===== src/rtl/instr_sequencer_pkg.sv =====
// Shared definitions for the instruction sequencer: default widths,
// sequencer state encoding and instruction optype codes.
package instr_sequencer_pkg;

   // Default widths used by the sequencer and its program-counter unit.
   localparam int SEQ_INSTR_W  = 32;
   localparam int SEQ_PC_W     = 8;
   localparam int SEQ_OPTYPE_W = 3;

   // Sequencer states; encoding is fixed so state values stay stable in traces.
   typedef enum logic [2:0] {
      S_IDLE   = 3'd0,
      S_FETCH  = 3'd1,
      S_DECODE = 3'd2,
      S_EXEC   = 3'd3,
      S_WB     = 3'd4,
      S_PRINT  = 3'd5
   } seq_state_e;

   // Instruction optype codes, carried in instr[2:0].
   localparam logic [2:0] OPT_P = 3'b000;
   localparam logic [2:0] OPT_R = 3'b001;
   localparam logic [2:0] OPT_I = 3'b010;
   localparam logic [2:0] OPT_S = 3'b011;
   localparam logic [2:0] OPT_B = 3'b100;
   localparam logic [2:0] OPT_U = 3'b101;
   localparam logic [2:0] OPT_J = 3'b110;
   localparam logic [2:0] OPT_A = 3'b111;

   // Only branches and jumps may redirect the program counter.
   function automatic logic is_redirect_op(input logic [2:0] optype);
      return (optype == OPT_B) || (optype == OPT_J);
   endfunction

endpackage


===== src/rtl/instr_sequencer_pc_unit.sv =====
// Program counter for the instruction sequencer. Holds pc, the pending
// branch flag and branch target captured in EXEC, and selects the next pc
// (redirect target or pc+1 with natural wrap) on retire.
module instr_sequencer_pc_unit
   import instr_sequencer_pkg::*;
#(
   parameter int PC_W     = SEQ_PC_W,
   parameter int OPTYPE_W = SEQ_OPTYPE_W
)
(
   input  logic                clk,
   input  logic                rst_n,
   input  logic                exec_cap,
   input  logic                retire,
   input  logic                br_taken,
   input  logic [OPTYPE_W-1:0] optype,
   input  logic [PC_W-1:0]     br_target,
   output logic [PC_W-1:0]     pc
);

   logic [PC_W-1:0] pc_r;
   logic            br_pend_r;
   logic [PC_W-1:0] br_q_r;
   logic            take_s;
   logic            pend_eff_s;
   logic [PC_W-1:0] tgt_eff_s;
   logic [PC_W-1:0] pc_inc_s;
   logic [PC_W-1:0] pc_nxt_s;

   // Resolve the redirect decision; a plain branch retires in the same EXEC
   // cycle that captures it, so the fresh capture is forwarded to the mux.
   always_comb begin
      take_s   = br_taken & is_redirect_op(optype[2:0]);
      pc_inc_s = pc_r + {{(PC_W-1){1'b0}}, 1'b1};
      if (exec_cap) begin
         pend_eff_s = take_s;
         tgt_eff_s  = br_target;
      end else begin
         pend_eff_s = br_pend_r;
         tgt_eff_s  = br_q_r;
      end
      if (pend_eff_s) begin
         pc_nxt_s = tgt_eff_s;
      end else begin
         pc_nxt_s = pc_inc_s;
      end
   end

   // Advance pc on retire and hold the branch capture between EXEC and retire.
   always_ff @(posedge clk or negedge rst_n) begin
      if (!rst_n) begin
         pc_r      <= {PC_W{1'b0}};
         br_pend_r <= 1'b0;
         br_q_r    <= {PC_W{1'b0}};
      end else if (retire) begin
         pc_r      <= pc_nxt_s;
         br_pend_r <= 1'b0;
      end else if (exec_cap) begin
         br_pend_r <= take_s;
         br_q_r    <= br_target;
      end else begin
         br_pend_r <= br_pend_r;
      end
   end

   assign pc = pc_r;

endmodule


===== src/rtl/instr_sequencer.sv =====
// Multi-cycle instruction sequencer: fetch, decode, execute, then either
// writeback, print or retire directly. One instruction in flight at a time.
module instr_sequencer
   import instr_sequencer_pkg::*;
#(
   parameter int INSTR_W  = SEQ_INSTR_W,
   parameter int PC_W     = SEQ_PC_W,
   parameter int OPTYPE_W = SEQ_OPTYPE_W
)
(
   input  logic               clk,
   input  logic               rst_n,
   input  logic               start,
   input  logic               stop_req,
   output logic               imem_req,
   output logic [PC_W-1:0]    imem_addr,
   input  logic               imem_ack,
   input  logic [INSTR_W-1:0] imem_rdata,
   output logic [INSTR_W-1:0] instr_q,
   input  logic               dec_reg_write,
   input  logic               dec_print,
   input  logic               br_taken,
   input  logic [PC_W-1:0]    br_target,
   output logic               alu_en,
   output logic               rf_we,
   output logic               out_valid,
   input  logic               out_ready,
   output logic               retire,
   output logic               busy
);

   localparam logic [2:0] ST_IDLE   = S_IDLE;
   localparam logic [2:0] ST_FETCH  = S_FETCH;
   localparam logic [2:0] ST_DECODE = S_DECODE;
   localparam logic [2:0] ST_EXEC   = S_EXEC;
   localparam logic [2:0] ST_WB     = S_WB;
   localparam logic [2:0] ST_PRINT  = S_PRINT;

   logic [2:0]          state_r;
   logic [2:0]          state_nxt_s;
   logic                stop_pend_r;
   logic [INSTR_W-1:0]  instr_r;
   logic                retire_s;
   logic                exec_cap_s;
   logic                busy_s;
   logic [PC_W-1:0]     pc_s;
   logic [OPTYPE_W-1:0] optype_s;

   assign optype_s   = instr_r[OPTYPE_W-1:0];
   assign busy_s     = (state_r != ST_IDLE);
   assign exec_cap_s = (state_r == ST_EXEC);

   // Next-state selection and retire detection; every completing path funnels
   // through retire_s so the stop decision is made in one place.
   always_comb begin
      state_nxt_s = state_r;
      retire_s    = 1'b0;
      case (state_r)
         ST_IDLE: begin
            if (start) begin
               state_nxt_s = ST_FETCH;
            end else begin
               state_nxt_s = ST_IDLE;
            end
         end
         ST_FETCH: begin
            if (imem_ack) begin
               state_nxt_s = ST_DECODE;
            end else begin
               state_nxt_s = ST_FETCH;
            end
         end
         ST_DECODE: begin
            state_nxt_s = ST_EXEC;
         end
         ST_EXEC: begin
            // Print wins over writeback if the decoder ever raises both.
            if (dec_print) begin
               state_nxt_s = ST_PRINT;
            end else if (dec_reg_write) begin
               state_nxt_s = ST_WB;
            end else begin
               retire_s = 1'b1;
            end
         end
         ST_WB: begin
            retire_s = 1'b1;
         end
         ST_PRINT: begin
            if (out_ready) begin
               retire_s = 1'b1;
            end else begin
               state_nxt_s = ST_PRINT;
            end
         end
         default: begin
            state_nxt_s = ST_IDLE;
         end
      endcase
      if (retire_s) begin
         if (stop_pend_r || stop_req) begin
            state_nxt_s = ST_IDLE;
         end else begin
            state_nxt_s = ST_FETCH;
         end
      end else begin
         state_nxt_s = state_nxt_s;
      end
   end

   // State register.
   always_ff @(posedge clk or negedge rst_n) begin
      if (!rst_n) begin
         state_r <= ST_IDLE;
      end else begin
         state_r <= state_nxt_s;
      end
   end

   // Sticky stop request: collected while busy, consumed by the next retire.
   always_ff @(posedge clk or negedge rst_n) begin
      if (!rst_n) begin
         stop_pend_r <= 1'b0;
      end else if (retire_s) begin
         stop_pend_r <= 1'b0;
      end else if (busy_s && stop_req) begin
         stop_pend_r <= 1'b1;
      end else begin
         stop_pend_r <= stop_pend_r;
      end
   end

   // Instruction register: loads only on a fetch handshake.
   always_ff @(posedge clk or negedge rst_n) begin
      if (!rst_n) begin
         instr_r <= {INSTR_W{1'b0}};
      end else if ((state_r == ST_FETCH) && imem_ack) begin
         instr_r <= imem_rdata;
      end else begin
         instr_r <= instr_r;
      end
   end

   instr_sequencer_pc_unit #(
      .PC_W     (PC_W),
      .OPTYPE_W (OPTYPE_W)
   ) u_pc_unit (
      .clk       (clk),
      .rst_n     (rst_n),
      .exec_cap  (exec_cap_s),
      .retire    (retire_s),
      .br_taken  (br_taken),
      .optype    (optype_s),
      .br_target (br_target),
      .pc        (pc_s)
   );

   // Strobes decode straight from the state register.
   assign imem_req  = (state_r == ST_FETCH);
   assign imem_addr = pc_s;
   assign instr_q   = instr_r;
   assign alu_en    = (state_r == ST_EXEC);
   assign rf_we     = (state_r == ST_WB);
   assign out_valid = (state_r == ST_PRINT);
   assign retire    = retire_s;
   assign busy      = busy_s;

endmodule


===== config.mk =====
export PLATFORM = sky130hd
export DESIGN_NAME = instr_sequencer
export DESIGN_NICKNAME = d
export VERILOG_FILES = /design/src/rtl/instr_sequencer_pkg.sv /design/src/rtl/instr_sequencer_pc_unit.sv /design/src/rtl/instr_sequencer.sv
export SDC_FILE = /design/constraint.sdc
export NUM_CORES = 1
export LEC_CHECK = 0
export CORE_MARGIN = 5
export CORE_UTILIZATION = 45
export DETAILED_ROUTE_END_ITERATION = 16
export HOLD_SLACK_MARGIN = 0.12
export PLACE_DENSITY = 0.81
export SLEW_MARGIN = 40
export SYNTH_ARGS = -nofsm -noshare
export SYNTH_HDL_FRONTEND = slang
export SYNTH_HIERARCHICAL = 1
export SYNTH_SLANG_ARGS = --single-unit

===== constraint.sdc =====
create_clock -name clk -period 5.1 [get_ports clk]
set_input_delay 1.02 -clock clk [delete_from_list [all_inputs] [get_ports clk]]
set_output_delay 1.02 -clock clk [all_outputs]
set_load 0.01 [all_outputs]

==> results.md <==
- Status: completed
- Worst EP arrival: 2.71 ns
- Clock Power Share: 13.1%
- Vias post-DR: 1,757
- Total congestion overflow: 0
- Antenna Nets Post-Route: 0
- Final period util: 73.2%
- Max Clock Freq: 0.268 GHz
- CTS HTree Levels: 2
- Worst-Margin Slew: 0.644 ns
- Slowest library cell on the worst path: clkdlybuf4s50_1
- DRC: 0
- Die outline height: 85.8 um
- Max-Slew Margin vs Limit: 57.0%
- Die area: 0.00737 mm^2
- Post-DP HPWL: 4230 um
- CP top delay family: buffers and inverters
- Placement Cell Area: 0.00350 mm^2
- Final Instance Count excl. Fillers: 349
- Worst path cell trace: clkdlybuf4s50_1 -> o31ai_4 -> clkdlybuf4s50_1
- Core area: 0.00554 mm^2
- CP endpoint kind: output port
- Root buf cell: clkbuf_8
- Internal power: 1.51 mW
- Max clock buf depth: 2
- Post-placement cell count: 341
- # resized after CTS: 0
- Post-synthesis sequential area ratio: 51.3%
- DRT Wirelength: 5620 um
- First-pass GRT wire length: 9090 um
- CTS tree: built
- Number of synthesized flops with an enable pin: 0
- Mapped Nets: 234
- Hold Path Class: flop to flop
- Final nets: 326
- Wire length per cell: 16.1 um
- Logic gate share of total power: 51.3%
- Synth Register Bits: 53
- Initial antenna violation count: 0
- Sum of negative setup slack: 0 ns
- Ratio of cells with drive above 1 in the final layout: 23.1%
- Die X: 85.8 um
- Final-report hold violation count: 0
- Power Total: 2.23 mW
- Peak supply drop: 0.297 mV
- Starting Density: 46.7%
- Vias per std cell: 5.03
- DP Worst Slack: 1.38 ns
- Max incr delay on CP: 0.66 ns
- Crit-path most repeated cell: clkdlybuf4s50_1
- Worst Skew: 0.00209 ns
- Crit start category: primary input
- Avg Cell Area, Syn: 14.1 um^2
- Port bufs: 94
- Hold Buf Count CTS: 0
- Slew Limit Fails: 0
- Largest net degree at the start of global routing: 54
- Worst Setup Slack, final: 1.37 ns
- # rows: 27
- Crit-path max FO: 13
- Synth async-reset ratio: 100%
- RSZ-0062 raised after global routing: no
- Worst-path clk slew: 0.09 ns
- Global placement routability congestion: 0.805
- Critical Path RT: 4.08 ns
- Dominant synthesized flop cell: dfrtp_1
- CTS Sinks: 53
- Final number of setup-violating endpoints: 0
- Sw Share: 32.2%
- Sequential share of power: 35.6%
- Max Cap Viol: 0
- GRT Total Usage: 15.7%
- Final Cell Area: 0.00362 mm^2
- NetSw: 716 uW
- Gate count of the mapped netlist: 184
- DR iter-0 viols: 85
- Crit Path Class: primary input to output port
- Drt first pass iters: 4
- Layout area overhead: 39.7%
- Crit path buf inv count: 2
- Num CTS Buffers: 5
- Vias in the first global route: 1,868
- Lkg Pwr: 1.54 nW
- Distinct cells, synth: 44
- Synthesized area: 0.00259 mm^2
- Clk_lat worst skew: 0.29 ns
- Yosys warns: 6
- Post-CTS Setup Bufs: 0
- N_diodes: 0
- Pwr dens: 616 mW/mm^2
- I/O Pins: 95
- Fin crit period: 3.73 ns
-- flip-flops by register name (all words and copies together), names as in the netlist --
| signal | flops |
|---|---|
| instr_q | 32 |
| state_r | 3 |
| u_pc_unit/br_pend_r | 1 |
| u_pc_unit/pc | 8 |
| stop_pend_r | 1 |
| u_pc_unit/br_q_r | 8 |
-- layout by cell type (no fill, tap or decap), types with 6 or more instances in the layout --
master	count
a21oi_1	7
clkbuf_8	6
clkdlybuf4s50_1	93
dfrtp_1	53
mux2_2	14
mux2_4	30
mux2i_1	6
nand2_1	7
nor2_1	7
o21ai_0	6
-- cell families (layout without fill, tap and decap cells) --
family / after synthesis / in the layout / share of synthesized area [%]
DFF: 53 / 53 / 51.3
and+or+nand+nor: 38 / 38 / 9.19
adders and majority gates: 1 / 1 / 0.483
buffers and inverters: 14 / 107 / 5.42
muxes: 51 / 51 / 26.3
AOI/OAI and AO/OA: 27 / 27 / 7.40
-- power by group through the flow --
stage / clock [mW] / combinational, mW / sequential [mW]
5_1_grt: 0.317 / 1.23 / 0.827
3_3_place_gp: 0 / 1.13 / 0.790
4_1_cts: 0.304 / 1.16 / 0.794
2_1_floorplan: 0 / 0.655 / 0.840
3_5_place_dp: 0 / 1.16 / 0.798
6_report: 0.292 / 1.14 / 0.792
-- layout make-up --
type                            count  area, um^2
Fill cell                         437        1920
Sequential cell                    53        1330
Multi-Input combinational cell    117        1120
Timing Repair Buffer               95         943
Tap cell                           72        90.1
Clock buffer                        6        82.6
Clock inverter                      2        37.5
Inverter                            4        15.0
-- Yosys cell counts (2+ instances only) --
cell type  instances  area (um^2)
nand2_1            7         26.3
buf_2              3         15.0
mux2_2            14          158
buf_6              2         22.5
inv_1              4         15.0
a21oi_2            2         17.5
mux2i_1            6         60.1
nand3_1            5         25.0
buf_12             4         80.1
nor2b_4            2         27.5
nand4_1            2         12.5
a2bb2oi_1          3         26.3
mux2_4            30          450
dfrtp_1           53         1330
a21oi_1            7         35.0
nor2_1             7         26.3
o21ai_0            6         30.0
-- stage by stage --
| step | hold slack [ns] | util [%] |
|---|---|---|
| 2_1_floorplan | 0.463 | - |
| 3_3_place_gp | 0.485 | 63.1 |
| 3_5_place_dp | 0.492 | 63.1 |
| 4_1_cts | 0.518 | 65.3 |
| 5_1_grt | 0.537 | 65.3 |
| 6_report | 0.513 | 65.3 |
-- worst reg2reg max path, stage by stage (launching register included) --
cell and delay [ns]:
dfrtp_1 0.50, nand2_1 0.08, or2_1 0.27, inv_1 0.44, nand2b_2 0.28, and2_1 0.41
mux2i_1 0.23, a2bb2oi_1 0.09
-- metal layers --
layer / GRT usage (%) / wire [um] / vias up
met4: 5.90 / 68 / 0
met1: 19.5 / 2390 / 857
met5: 0 / 0 / -
li1: - / - / 840
met3: 4.03 / 336 / 4
met2: 26.3 / 2830 / 56
-- final timing paths --
check,startpoint,endpoint,slack (ns),cells after the start
worst max-delay path,dec_print,retire,1.37,3
worst min-delay path,u_pc_unit/br_q_r[3],u_pc_unit/br_q_r[3],0.51,1
worst max register to register,state_r[1],u_pc_unit/pc[5],2.66,7
worst min register to register,u_pc_unit/br_q_r[3],u_pc_unit/br_q_r[3],0.51,1
max in group asynchronous,rst_n,u_pc_unit/pc[5],3.85,2
min in group asynchronous,rst_n,instr_q[17],0.83,2
No activity file was read; power rests on OpenSTA's default activity.
